`config.mk`:
```
export PLATFORM = sky130hd
export DESIGN_NAME = centroid_div_scheduler
export DESIGN_NICKNAME = d
export VERILOG_FILES = /design/src/rtl/centroid_div_scheduler.sv
export SDC_FILE = /design/constraint.sdc
export NUM_CORES = 1
export LEC_CHECK = 0
export CAP_MARGIN = 20
export CELL_PAD_IN_SITES_DETAIL_PLACEMENT = 1
export CELL_PAD_IN_SITES_GLOBAL_PLACEMENT = 1
export CORE_UTILIZATION = 36
export CTS_CLUSTER_DIAMETER = 40
export DETAILED_ROUTE_END_ITERATION = 8
export MAX_ROUTING_LAYER = met4
export PLACE_DENSITY_LB_ADDON = 0.3
export SETUP_SLACK_MARGIN = 0.02
export SLEW_MARGIN = 15
export SYNTH_ARGS = -nofsm -noshare
export SYNTH_HDL_FRONTEND = slang
export SYNTH_SLANG_ARGS = --single-unit
```
`constraint.sdc`:
```
create_clock -name clk -period 2.8 [get_ports clk]
set_input_delay 0.84 -clock clk [delete_from_list [all_inputs] [get_ports clk]]
set_output_delay 0.84 -clock clk [all_outputs]
set_load 0.005 [all_outputs]
```
`src/rtl/centroid_div_scheduler.sv`:
```
// Computes six per-frame centroids (total / count) with one shared restoring divider.
// The channels are processed in a fixed order, and all six results are committed together.
module centroid_div_scheduler #(
   parameter int WIDTH      = 25,
   parameter int MIN_PIXELS = 50,
   parameter int XW         = 11,
   parameter int YW         = 10
) (
   input  logic                 clk,
   input  logic                 reset,
   input  logic                 start,
   input  logic [6*WIDTH-1:0]   totals,
   input  logic [6*WIDTH-1:0]   counts,
   output logic [XW-1:0]        x_center_puck,
   output logic [XW-1:0]        x_center_paddle1,
   output logic [XW-1:0]        x_center_paddle2,
   output logic [YW-1:0]        y_center_puck,
   output logic [YW-1:0]        y_center_paddle1,
   output logic [YW-1:0]        y_center_paddle2,
   output logic                 frame_valid,
   output logic                 busy,
   output logic                 overrun
);

   // state  | meaning
   // IDLE   | waiting for start; the inputs are snapshotted on acceptance
   // LOAD   | select the operands of channel ch and clear the divider
   // DIVIDE | WIDTH cycles, one quotient bit per cycle, MSB first
   // STORE  | saturate the quotient into shadow[ch] and advance the channel
   // DONE   | commit all shadow values to the outputs at the closing edge
   typedef enum logic [2:0] {IDLE, LOAD, DIVIDE, STORE, DONE} state_t;

   localparam int CW = $clog2(WIDTH);

   state_t              state, state_nx;
   logic [2:0]          ch;
   logic [CW-1:0]       bit_cnt;
   logic [6*WIDTH-1:0]  snap_tot, snap_cnt;
   logic [WIDTH-1:0]    dividend, divisor, quot;
   logic [WIDTH:0]      rem;
   logic [WIDTH-1:0]    cur_tot, cur_cnt;
   logic [WIDTH:0]      shifted, diff;
   logic                ge;
   logic [XW-1:0]       sat_q;
   logic [XW-1:0]       shadow [6];

   assign busy    = (state != IDLE);
   assign cur_tot = snap_tot[ch*WIDTH +: WIDTH];
   assign cur_cnt = snap_cnt[ch*WIDTH +: WIDTH];

   // The remainder stays below the divisor, so its top bit can be shifted out safely.
   assign shifted = {rem[WIDTH-1:0], dividend[WIDTH-1]};
   assign ge      = (shifted >= {1'b0, divisor});
   assign diff    = shifted - {1'b0, divisor};

   always_comb begin
      sat_q = '0;
      if (!ch[0])
         sat_q = (|quot[WIDTH-1:XW]) ? {XW{1'b1}} : quot[XW-1:0];
      else
         sat_q = (|quot[WIDTH-1:YW]) ? {{(XW-YW){1'b0}}, {YW{1'b1}}}
                                     : {{(XW-YW){1'b0}}, quot[YW-1:0]};
   end

   always_ff @(posedge clk) begin
      if (reset) state <= IDLE;
      else       state <= state_nx;
   end

   always_comb begin
      state_nx = state;
      case (state)
         IDLE:    if (start) state_nx = LOAD;
         LOAD:    state_nx = DIVIDE;
         DIVIDE:  if (bit_cnt == '0) state_nx = STORE;
         STORE:   state_nx = (ch == 3'd5) ? DONE : LOAD;
         DONE:    state_nx = IDLE;
         default: state_nx = IDLE;
      endcase
   end

   always_ff @(posedge clk) begin
      if (reset) begin
         snap_tot         <= '0;
         snap_cnt         <= '0;
         ch               <= '0;
         bit_cnt          <= '0;
         dividend         <= '0;
         divisor          <= '0;
         quot             <= '0;
         rem              <= '0;
         frame_valid      <= 1'b0;
         overrun          <= 1'b0;
         x_center_puck    <= '0;
         x_center_paddle1 <= '0;
         x_center_paddle2 <= '0;
         y_center_puck    <= '0;
         y_center_paddle1 <= '0;
         y_center_paddle2 <= '0;
         for (int i = 0; i < 6; i++) shadow[i] <= '0;
      end else begin
         frame_valid <= 1'b0;
         overrun     <= start && busy;
         case (state)
            IDLE: begin
               if (start) begin
                  snap_tot <= totals;
                  snap_cnt <= counts;
                  ch       <= '0;
               end
            end
            LOAD: begin
               dividend <= (cur_cnt > WIDTH'(MIN_PIXELS)) ? cur_tot : '0;
               divisor  <= (cur_cnt != '0) ? cur_cnt : WIDTH'(1);
               rem      <= '0;
               quot     <= '0;
               bit_cnt  <= CW'(WIDTH-1);
            end
            DIVIDE: begin
               rem      <= ge ? diff : shifted;
               quot     <= {quot[WIDTH-2:0], ge};
               dividend <= dividend << 1;
               bit_cnt  <= bit_cnt - 1'b1;
            end
            STORE: begin
               shadow[ch] <= sat_q;
               if (ch != 3'd5) ch <= ch + 3'd1;
            end
            DONE: begin
               x_center_puck    <= shadow[0];
               y_center_puck    <= shadow[1][YW-1:0];
               x_center_paddle1 <= shadow[2];
               y_center_paddle1 <= shadow[3][YW-1:0];
               x_center_paddle2 <= shadow[4];
               y_center_paddle2 <= shadow[5][YW-1:0];
               frame_valid      <= 1'b1;
            end
            default: ;
         endcase
      end
   end

endmodule

```
Yosys cells after proc, flatten, opt, wreduce, memory -nomap -nowiden. Memories as Yosys holds them, arrays and structs flattened. A register that Yosys moved wholly into a read port is not among the register bits. Index checks and enable logic that the tools add are counted.

Bits in registers: 413. Memory bits (writable): 66. Input bits: 303. Output and inout port bits: 66. Word-level logic and storage cells: 68. Memories: 1.

Memory list: shadow (depth 6, bits a word 11, read ports 6, clocked after Yosys merged registers in 6, write ports 6, line 45) `logic [XW-1:0] shadow [6];`.

$add $sub $neg: 3. Multiply operators: 1. Order comparisons: 2. Equality and inequality tests: 9. Shift operators: 2. Mux-type cells: 26. Reduce and logical (&&, ||, !) cells: 13.

Operator list (count): variable part select 150 x 9 -> 25 bit (2); case mux 25 bit (2 select lines) (3); two-way mux 25 bit (3); two-way mux 11 bit (3); greater-or-equal comparator 26 x 25 -> 1 bit (1); greater-than comparator 25 x 6 -> 1 bit, second input constant (1); nonzero test 25 bit (1); subtractor 25 bit (1); two-way mux 3 bit (6); OR reduction 15 bit (1); OR reduction 14 bit (1); case mux 3 bit (4 select lines) (1); OR reduction 11 bit (1); two-way mux 10 bit (1); case mux 5 bit (2 select lines) (1); multiplier 3 x 5 -> 8 bit, second input constant (1); two-way mux 1 bit (7); equality test 3 x 2 -> 1 bit, second input constant (2); equality test 3 bit, second input constant (2); != test 2 bit, second input constant (3); case mux 3 bit (2 select lines) (1); zero test 5 bit (1); subtractor 5 x 1 -> 5 bit, second input constant (1); AND reduction 2 bit (2); 8 further kinds (9).

Longest topological paths before layout. Gate-level depths: netlist of the first run.

Word-level depth: 6. Mapped depth: 13. Mapped depth without buffers: 11.

Least setup slack after synthesis of the first run. No wires, ideal clock.

Kind: register -> register. Start point: register dividend[24]. End point: register rem[23]. Setup time: 0.128 ns. Arrival time: 2.605 ns. Required time: 2.672 ns. Slack: 0.066 ns. Stages on the path, launching flop included: 14. Buffers on the path: 2. Period minus slack after synthesis: 2.734 ns. Cells stage by stage: dfxtp_1 > inv_1 > ha_1 > fa_1 > nor2b_1 > o31a_1 > o41a_1 > a31oi_2 > o31a_1 > o21a_1 > buf_4 > buf_2 > a32oi_1 > o21ai_0.

Longest elaborated chain between the ends: 3. Elaborated cells between the ends (all ways): 4. Those cells by class: add/sub (1); order compare (1); mux (2).

RTL lines: from (decl) (line 39) `logic [WIDTH-1:0] dividend, divisor, quot;`; from (signal assigned) (line 113) `dividend <= (cur_cnt > WIDTH'(MIN_PIXELS)) ? cur_tot : '0;`; from (signal assigned) (line 122) `dividend <= dividend << 1;`; subtractor 25 bit or greater-or-equal comparator 26 x 25 -> 1 bit (tied branches) (line 54, 53); two-way mux 25 bit (*) (line 120) `rem <= ge ? diff : shifted;`; case mux 25 bit (2 select lines) (*) (line 104) `case (state)`; to (signal assigned) (line 120); to (decl) (line 40) `logic [WIDTH:0] rem;`.

Every way passes the cells marked *; elsewhere a longest branch is shown, timed or not. A chain may end at the register's enable or synchronous reset.

Final worst setup path of the first run.
Start point: register ch[0]. End point: register dividend[22].

Longest elaborated chain between the ends: 5. Elaborated cells between the ends (all ways): 6. Those cells by class: mul (1); order compare (1); shift (2); mux (2).

RTL lines: from (decl) (line 36) `logic [2:0] ch;`; from (signal assigned) (line 127) `if (ch != 3'd5) ch <= ch + 3'd1;`; multiplier 3 x 5 -> 8 bit (*) (line 48, 49); variable part select 150 x 9 -> 25 bit (line 49) `assign cur_cnt = snap_cnt[ch*WIDTH +: WIDTH];`; greater-than comparator 25 x 6 -> 1 bit (line 113); two-way mux 25 bit (*) (line 113); case mux 25 bit (2 select lines) (*) (line 104).

Marks and branches as above.

==> impl_metrics.py, run 1 <==
metrics = {
    "run_status": {
        "status": "finished with violations",
        "violations": "negative setup slack",
    },
    "synth": {
        "synth_top_cells_by_area": "dfxtp_1 (42%), nand2_1 (13%), a21oi_1 (8.8%)",
        "yosysMostFrequentCell": "nand2_1",
        "synth_ff_type": "dfxtp_1",
        "synth-edff-count": 63,
        "synth_top_area_cell": "dfxtp_1",
        "synthCells": 2590,
        "ys_seq_area_frac": 0.503,
        "ys_top_cells_by_count": "nand2_1 (771), dfxtp_1 (476), a21oi_1 (399)",
        "ys_ff_latch": 539,
        "synth_warnings": 0,
        "synth_top_area_frac": 0.420,
        "synth_nets": 2923,
        "syn-mean-instance-area_um2": 8.76,
        "synth_cell_types": 68,
        "synth.cell_area_um2": 22700,
        "async_flop_share": 0,
    },
    "worst_setup_path": {
        "path_delay_family": "simple AND/OR/NAND/NOR gates",
        "critPathRequiredTime_ns": 3.25,
        "crit_chain": "buf_6 > clkbuf_16 > buf_4 > mux4_2 > nor4_4 > a41oi_2 > or4_4 > o21ai_4 > buf_6 > buf_16 > o22ai_2",
        "path_common_cell": "buf_6",
        "cp_max_fo": 6,
        "cpMaxStageDelayCell": "mux4_2",
        "worst_setup_path_start_kind": "flop",
        "r2r_slack_ns": -0.06,
        "critical_path_class": "flop to flop",
        "arrival_ns": 3.31,
        "cp_num_buf_inv": 5,
        "end_kind": "flop",
        "max_stage_delay_ns": 0.56,
    },
    "power": {
        "p_switching_mw": 7.45,
        "p_int_mw": 17.3,
        "p_per_area_nw_per_um2": 805,
        "sw_frac_of_total": 0.301,
        "power_leakage_nw": 11.3,
        "power_frac_clock": 0.418,
        "pwr-share-seq": 0.354,
        "p_comb_frac": 0.228,
        "vdd_drop_max_mv": 0.432,
    },
    "global_routing": {
        "grt_max_degree": 153,
        "grt.overflow.total": 0,
        "grt_pass1_vias": 21600,
        "grt_pass1_wl_um": 120000,
        "antenna_found_initial": 6,
        "grt.total_usage": 0.248,
    },
    "placed_design": {
        "place.gp.congestion": 0.895,
        "portBuffers": 368,
        "dp_hpwl_um": 55300,
        "pre_cts_slack_ns": -0.212,
    },
    "sta": {
        "finalSetupViolCount": 12,
        "max_freq_ghz": 0.350,
        "slew_headroom": 0.258,
        "worst_slack_ns": -0.0574,
        "maxSlewViolCount": 0,
        "min_period_over_period": 1.02,
        "timing.hold.ws_ns": 0.450,
        "rsz0062_at_grt": "yes",
        "fin_worst_skew_ns": 0.0291,
        "min_period_ns": 2.86,
        "worst_slew_pin_slew_ns": 1.11,
        "hold_viol_final": 0,
    },
    "clock_tree": {
        "cts-root-buf": "clkbuf_16",
        "clock_tree.buffer_depth": 3,
        "clock_insertion_delay_worst_skew_ns": 0.62,
        "clock-sinks": 539,
        "cts_max_level": 3,
        "cts_tree": "built",
        "cts_buffers": 84,
        "clkTransAtPathRegs_ns": 0.06,
    },
    "floorplan": {
        "initial_core_util": 0.366,
        "dieArea_um2": 64000,
        "fp.dieW_um": 253,
        "placement_rows": 91,
        "num_io_pins": 369,
        "core_um2": 61900,
        "die_h_um": 253,
    },
    "detailed_routing": {
        "drc_errors": 0,
        "first_iter_violations": 1267,
        "avgRoutedWirePerCell_um": 20.4,
        "ant_nets": 0,
        "drtPass1Iterations": 5,
        "vias_per_cell": 5.30,
        "num_vias": 20500,
        "wirelength_um": 79200,
    },
    "cells_and_area": {
        "drive_above_1_share": 0.132,
        "fin_nets": 3298,
        "syn2layout_area_growth_pct": 35.8,
        "final_util": 0.498,
    },
    "run": {
        "cap_viol_max_count": 0,
    },
    "worst_hold_path": {
        "worstHoldPathType": "flop to flop",
    },
}
## routing by layer
metal / up-vias / GRT usage / part of all wire
li1: 9691 / - / -
met1: 10100 / 0.306 / 0.43
met2: 558 / 0.402 / 0.49
met3: 150 / 0.0430 / 0.048
met4: 0 / 0.0985 / 0.031
met5: - / - / 0
## layout make-up
cell class / count / area [µm²]
fillers: 7099 / 31100
diodes: 7 / 17.5
inverters: 48 / 180
well taps: 837 / 1050
flip-flops and latches: 539 / 11400
clock buffers: 103 / 2280
repair buffers: 485 / 4920
multi-input cells: 1807 / 10400
clock inverters: 52 / 537
## cells by family (layout without fill, tap and decap cells)
group	after synthesis	after routing	synth area share
AND/OR/NAND/NOR	988	988	0.172
AO/OA/AOI/OAI	653	653	0.171
flip-flops	539	539	0.503
buffers and inverters	244	688	0.0464
multiplexers	116	116	0.0832
adder cells (fa/ha/maj)	30	30	0.0169
XOR/XNOR	20	20	0.00772
other	0	7	0
## layout by cell type, fill, tap and decap left out, types with 17 or more instances in the layout
| cell | netlist | final |
|---|---|---|
| a22oi_1 | 72 | 72 |
| nand2_1 | 771 | 769 |
| buf_12 | 1 | 18 |
| mux2_2 | 40 | 40 |
| mux4_2 | 34 | 38 |
| nor2_1 | 137 | 135 |
| o21ai_1 | 10 | 22 |
| mux2i_1 | 26 | 22 |
| buf_4 | 4 | 84 |
| ha_1 | 29 | 27 |
| a211oi_1 | 31 | 31 |
| clkdlybuf4s50_1 | 0 | 366 |
| edfxtp_1 | 63 | 63 |
| a21oi_1 | 399 | 398 |
| clkbuf_16 | 0 | 89 |
| dfxtp_1 | 476 | 470 |
| a221oi_1 | 18 | 17 |
| inv_1 | 48 | 46 |
| o21ai_0 | 42 | 28 |
## metrics by stage
stage | std cells | area [µm²] | setup TNS (ns) | total power [mW]
floorplan | 2590 | 22700 | 0 | 12.0
global placement | 3695 | 27500 | -1.19 | 13.9
detailed placement | 3695 | 27500 | -3.89 | 14.0
CTS | 3862 | 30600 | -0.00223 | 24.8
global route | 3878 | 30800 | -2.92 | 25.9
finish | 3878 | 30800 | -0.511 | 24.8
## worst register-to-register path: cells and delay by family, from the launching register on
kind            cells  cell delay, ns
simple gates        2            0.68
buf+inv             5            0.67
compound gates      3            0.42
mux                 1            0.56
flops               1            0.38
## flip-flops by register name, indices dropped and copies added (netlist names)
| name | cells |
|---|---|
| snap_cnt | 150 |
| snap_tot | 150 |
| shadow | 63 |
| dividend | 25 |
| divisor | 25 |
| quot | 25 |
| rem | 25 |
| x_center_paddle1 | 11 |
| x_center_paddle2 | 11 |
| x_center_puck | 11 |
| y_center_paddle1 | 10 |
| y_center_paddle2 | 10 |
| y_center_puck | 10 |
| bit_cnt | 5 |
| ch | 3 |
| state | 3 |
| frame_valid | 1 |
| overrun | 1 |
## repair_timing
item,in CTS,in global routing
gates resized for setup,37,33
hold buffers,0,0
pin swaps,12,7
cloned,2,2
endpoints found under the setup margin,51,52
setup buffers,10,6
hold endpoints to repair,0,0
## power groups by stage
stage	logic [mW]	clock network [mW]	registers, mW
after floorplan	3.23	0	8.76
after global placement	4.99	0	8.88
after detailed placement	5.11	0	8.91
after CTS	5.46	10.5	8.76
after global routing	6.10	10.9	8.83
final	5.64	10.4	8.78
## final timing paths
kind | startpoint | end | cells after the start
max | ch[0] | dividend[22] | 11
min | y_center_paddle2[2] | y_center_paddle2[2] | 2
max reg2reg | ch[0] | dividend[22] | 11
min reg2reg | y_center_paddle2[2] | y_center_paddle2[2] | 2
Power figures use the tool's default switching activity.
==> run 2: changes to the inputs <==
- SKIP_LAST_GASP: unset -> 1
==> run 2 against run 1 <==
The run still ends with negative setup slack left. Non-clock buffer count is the same. Critical path depth unchanged. Largest cell class unchanged. Final cell count unchanged. Critical endpoint unchanged. Highest routed layer unchanged. Clock power about the same. Sequential share of layout area is essentially flat. Wire length fell by 0.13%. Sequential power barely moved. Worst setup slack gained 0.011 ns. Final area hardly changed. Clock skew down 0.00073 ns. Total power barely moved.
==> impl_metrics.py, run 2 (same netlist as run 1, synthesis figures left out) <==
metrics = {
    "power": {
        "p_per_area_nw_per_um2": 805,
        "power_leakage_nw": 11.3,
        "vdd_drop_max_mv": 0.432,
    },
    "sta": {
        "max_freq_ghz": 0.351,
        "min_period_ns": 2.85,
        "finalSetupViolCount": 12,
        "slew_headroom": 0.267,
        "worst_slack_ns": -0.0462,
        "hold_viol_final": 0,
        "min_period_over_period": 1.02,
        "timing.hold.ws_ns": 0.450,
        "worst_slew_pin_slew_ns": 1.10,
        "maxSlewViolCount": 0,
        "rsz0062_at_grt": "yes",
        "fin_worst_skew_ns": 0.0284,
    },
    "detailed_routing": {
        "met3_length_um": 3820,
        "wirelength_um": 79100,
        "vias_per_cell": 5.28,
        "met1Wirelength_um": 34000,
        "avgRoutedWirePerCell_um": 20.4,
        "drc_errors": 0,
        "dr_wl_met2_um": 38800,
        "first_iter_violations": 1251,
        "num_vias": 20500,
        "ant_nets": 0,
        "top_layer_used": "met4",
        "drtPass1Iterations": 5,
    },
    "floorplan": {
        "placement_rows": 91,
        "num_io_pins": 369,
        "initial_core_util": 0.366,
        "die_h_um": 253,
        "fp.dieW_um": 253,
        "core_um2": 61900,
        "dieArea_um2": 64000,
    },
    "clock_tree": {
        "cts_max_level": 3,
        "cts_tree": "built",
        "clock_tree.buffer_depth": 3,
        "clkTransAtPathRegs_ns": 0.06,
        "cts-root-buf": "clkbuf_16",
        "cts_buffers": 84,
        "clock_insertion_delay_worst_skew_ns": 0.62,
        "clock-sinks": 539,
    },
    "worst_setup_path": {
        "reg2reg_depth": 11,
        "critical_path_class": "flop to flop",
        "crit_chain": "buf_6 > clkbuf_16 > buf_4 > mux4_2 > nor4_4 > a41oi_2 > or4_4 > o21ai_4 > buf_6 > buf_16 > o22ai_2",
        "end_kind": "flop",
        "critPathRequiredTime_ns": 3.25,
        "worst_setup_path_start_kind": "flop",
        "max_stage_delay_ns": 0.56,
        "cp_max_fo": 6,
        "cpMaxStageDelayCell": "mux4_2",
        "r2r_slack_ns": -0.05,
        "reg2reg_from": "ch[0]",
        "cp_num_buf_inv": 5,
        "arrival_ns": 3.30,
        "path_common_cell": "buf_6",
        "path_delay_family": "simple AND/OR/NAND/NOR gates",
        "reg2reg_to": "dividend[22]",
        "cp-startpoint": "ch[0]",
    },
    "cells_and_area": {
        "final_util": 0.497,
        "layout_commonest_cell": "nand2_1",
        "drive_above_1_share": 0.132,
        "fin_cells": 3878,
        "top_regs": "snap_cnt x150, snap_tot x150, shadow x63",
        "final_area_um2": 30800,
        "mostFrequentLayoutCells": "nand2_1 (769), dfxtp_1 (470), a21oi_1 (398)",
        "syn2layout_area_growth_pct": 35.8,
        "fin_nets": 3298,
    },
    "run_status": {
        "status": "finished with violations",
        "violations": "negative setup slack",
    },
    "placed_design": {
        "portBuffers": 368,
        "dp_cells": 3695,
        "dpl-instance-area_um2": 27500,
        "place.gp.congestion": 0.895,
        "dp_hpwl_um": 55300,
    },
    "global_routing": {
        "grt_pass1_vias": 21600,
        "grt_max_degree": 153,
        "grt.overflow.total": 0,
        "grt.total_usage": 0.248,
        "grt_pass1_wl_um": 120000,
        "antenna_found_initial": 6,
    },
    "worst_hold_path": {
        "hp-start": "y_center_paddle2[2]",
        "hold_end": "y_center_paddle2[2]",
        "whs_path_depth": 2,
        "worstHoldPathType": "flop to flop",
    },
    "run": {
        "cap_viol_max_count": 0,
    },
}
[run 2: cell counts in the layout (fill, tap and decap cells not counted)]
No cell type changed its count.
[run 2: power by group]
group / switching [mW] / internal (mW) / total [mW]
registers: 0.374 / 8.40 / 8.78
logic: 3.06 / 2.58 / 5.63
clock network: 4.01 / 6.36 / 10.4
total: 7.44 / 17.3 / 24.8
[run 2: what timing repair did]
action                                  4_1_cts  5_1_grt
endpoints found under the setup margin       51       52
hold buffers                                  0        0
pin swaps                                    12        7
cloned                                        2        2
buffers inserted                             10        6
resized for setup                            37       32
[run 2: tightest hold or removal path: cells and delay by family (launching register included)]
kind | cells | cell delay (ns)
flip-flops | 1 | 0.30
AND/OR/NAND/NOR | 1 | 0.05
AO/OA/AOI/OAI | 1 | 0.05
[run 2: worst max-delay path by stage]
| stage | endpoint | slack [ns] | cells after the start |
|---|---|---|---|
| 2_1_floorplan | rem[23] | 0.07 | 13 |
| 3_3_place_gp | rem[24] | -0.13 | 12 |
| 3_5_place_dp | rem[24] | -0.21 | 12 |
| 4_1_cts | dividend[22] | -0.002 | 9 |
| 5_1_grt | rem[12] | -0.12 | 10 |
| 6_report | dividend[22] | -0.05 | 11 |
[run 2: area by class of cell]
cell class                      instances  area, µm²
Antenna cell                            7       17.5
Clock buffer                          103       2280
Clock inverter                         52        537
Fill cell                            7099      31100
Inverter                               48        180
Multi-Input combinational cell       1807      10400
Sequential cell                       539      11400
Tap cell                              837       1050
Timing Repair Buffer                  485       4920
[run 2: per-layer routing]
layer  up-vias  track usage
met5         -            -
met4         0       0.0985
met3       149       0.0430
met2       538        0.402
met1     10100        0.306
li1       9693            -
[run 2: per-stage QoR]
stage | power [mW] | worst slack (ns) | TNS [ns]
finish | 24.8 | -0.0462 | -0.389
detailed placement | 14.0 | -0.212 | -3.89
floorplan | 12.0 | 0.0664 | 0
CTS | 24.8 | -0.00223 | -0.00223
global route | 25.9 | -0.117 | -2.89
global placement | 13.9 | -0.134 | -1.19
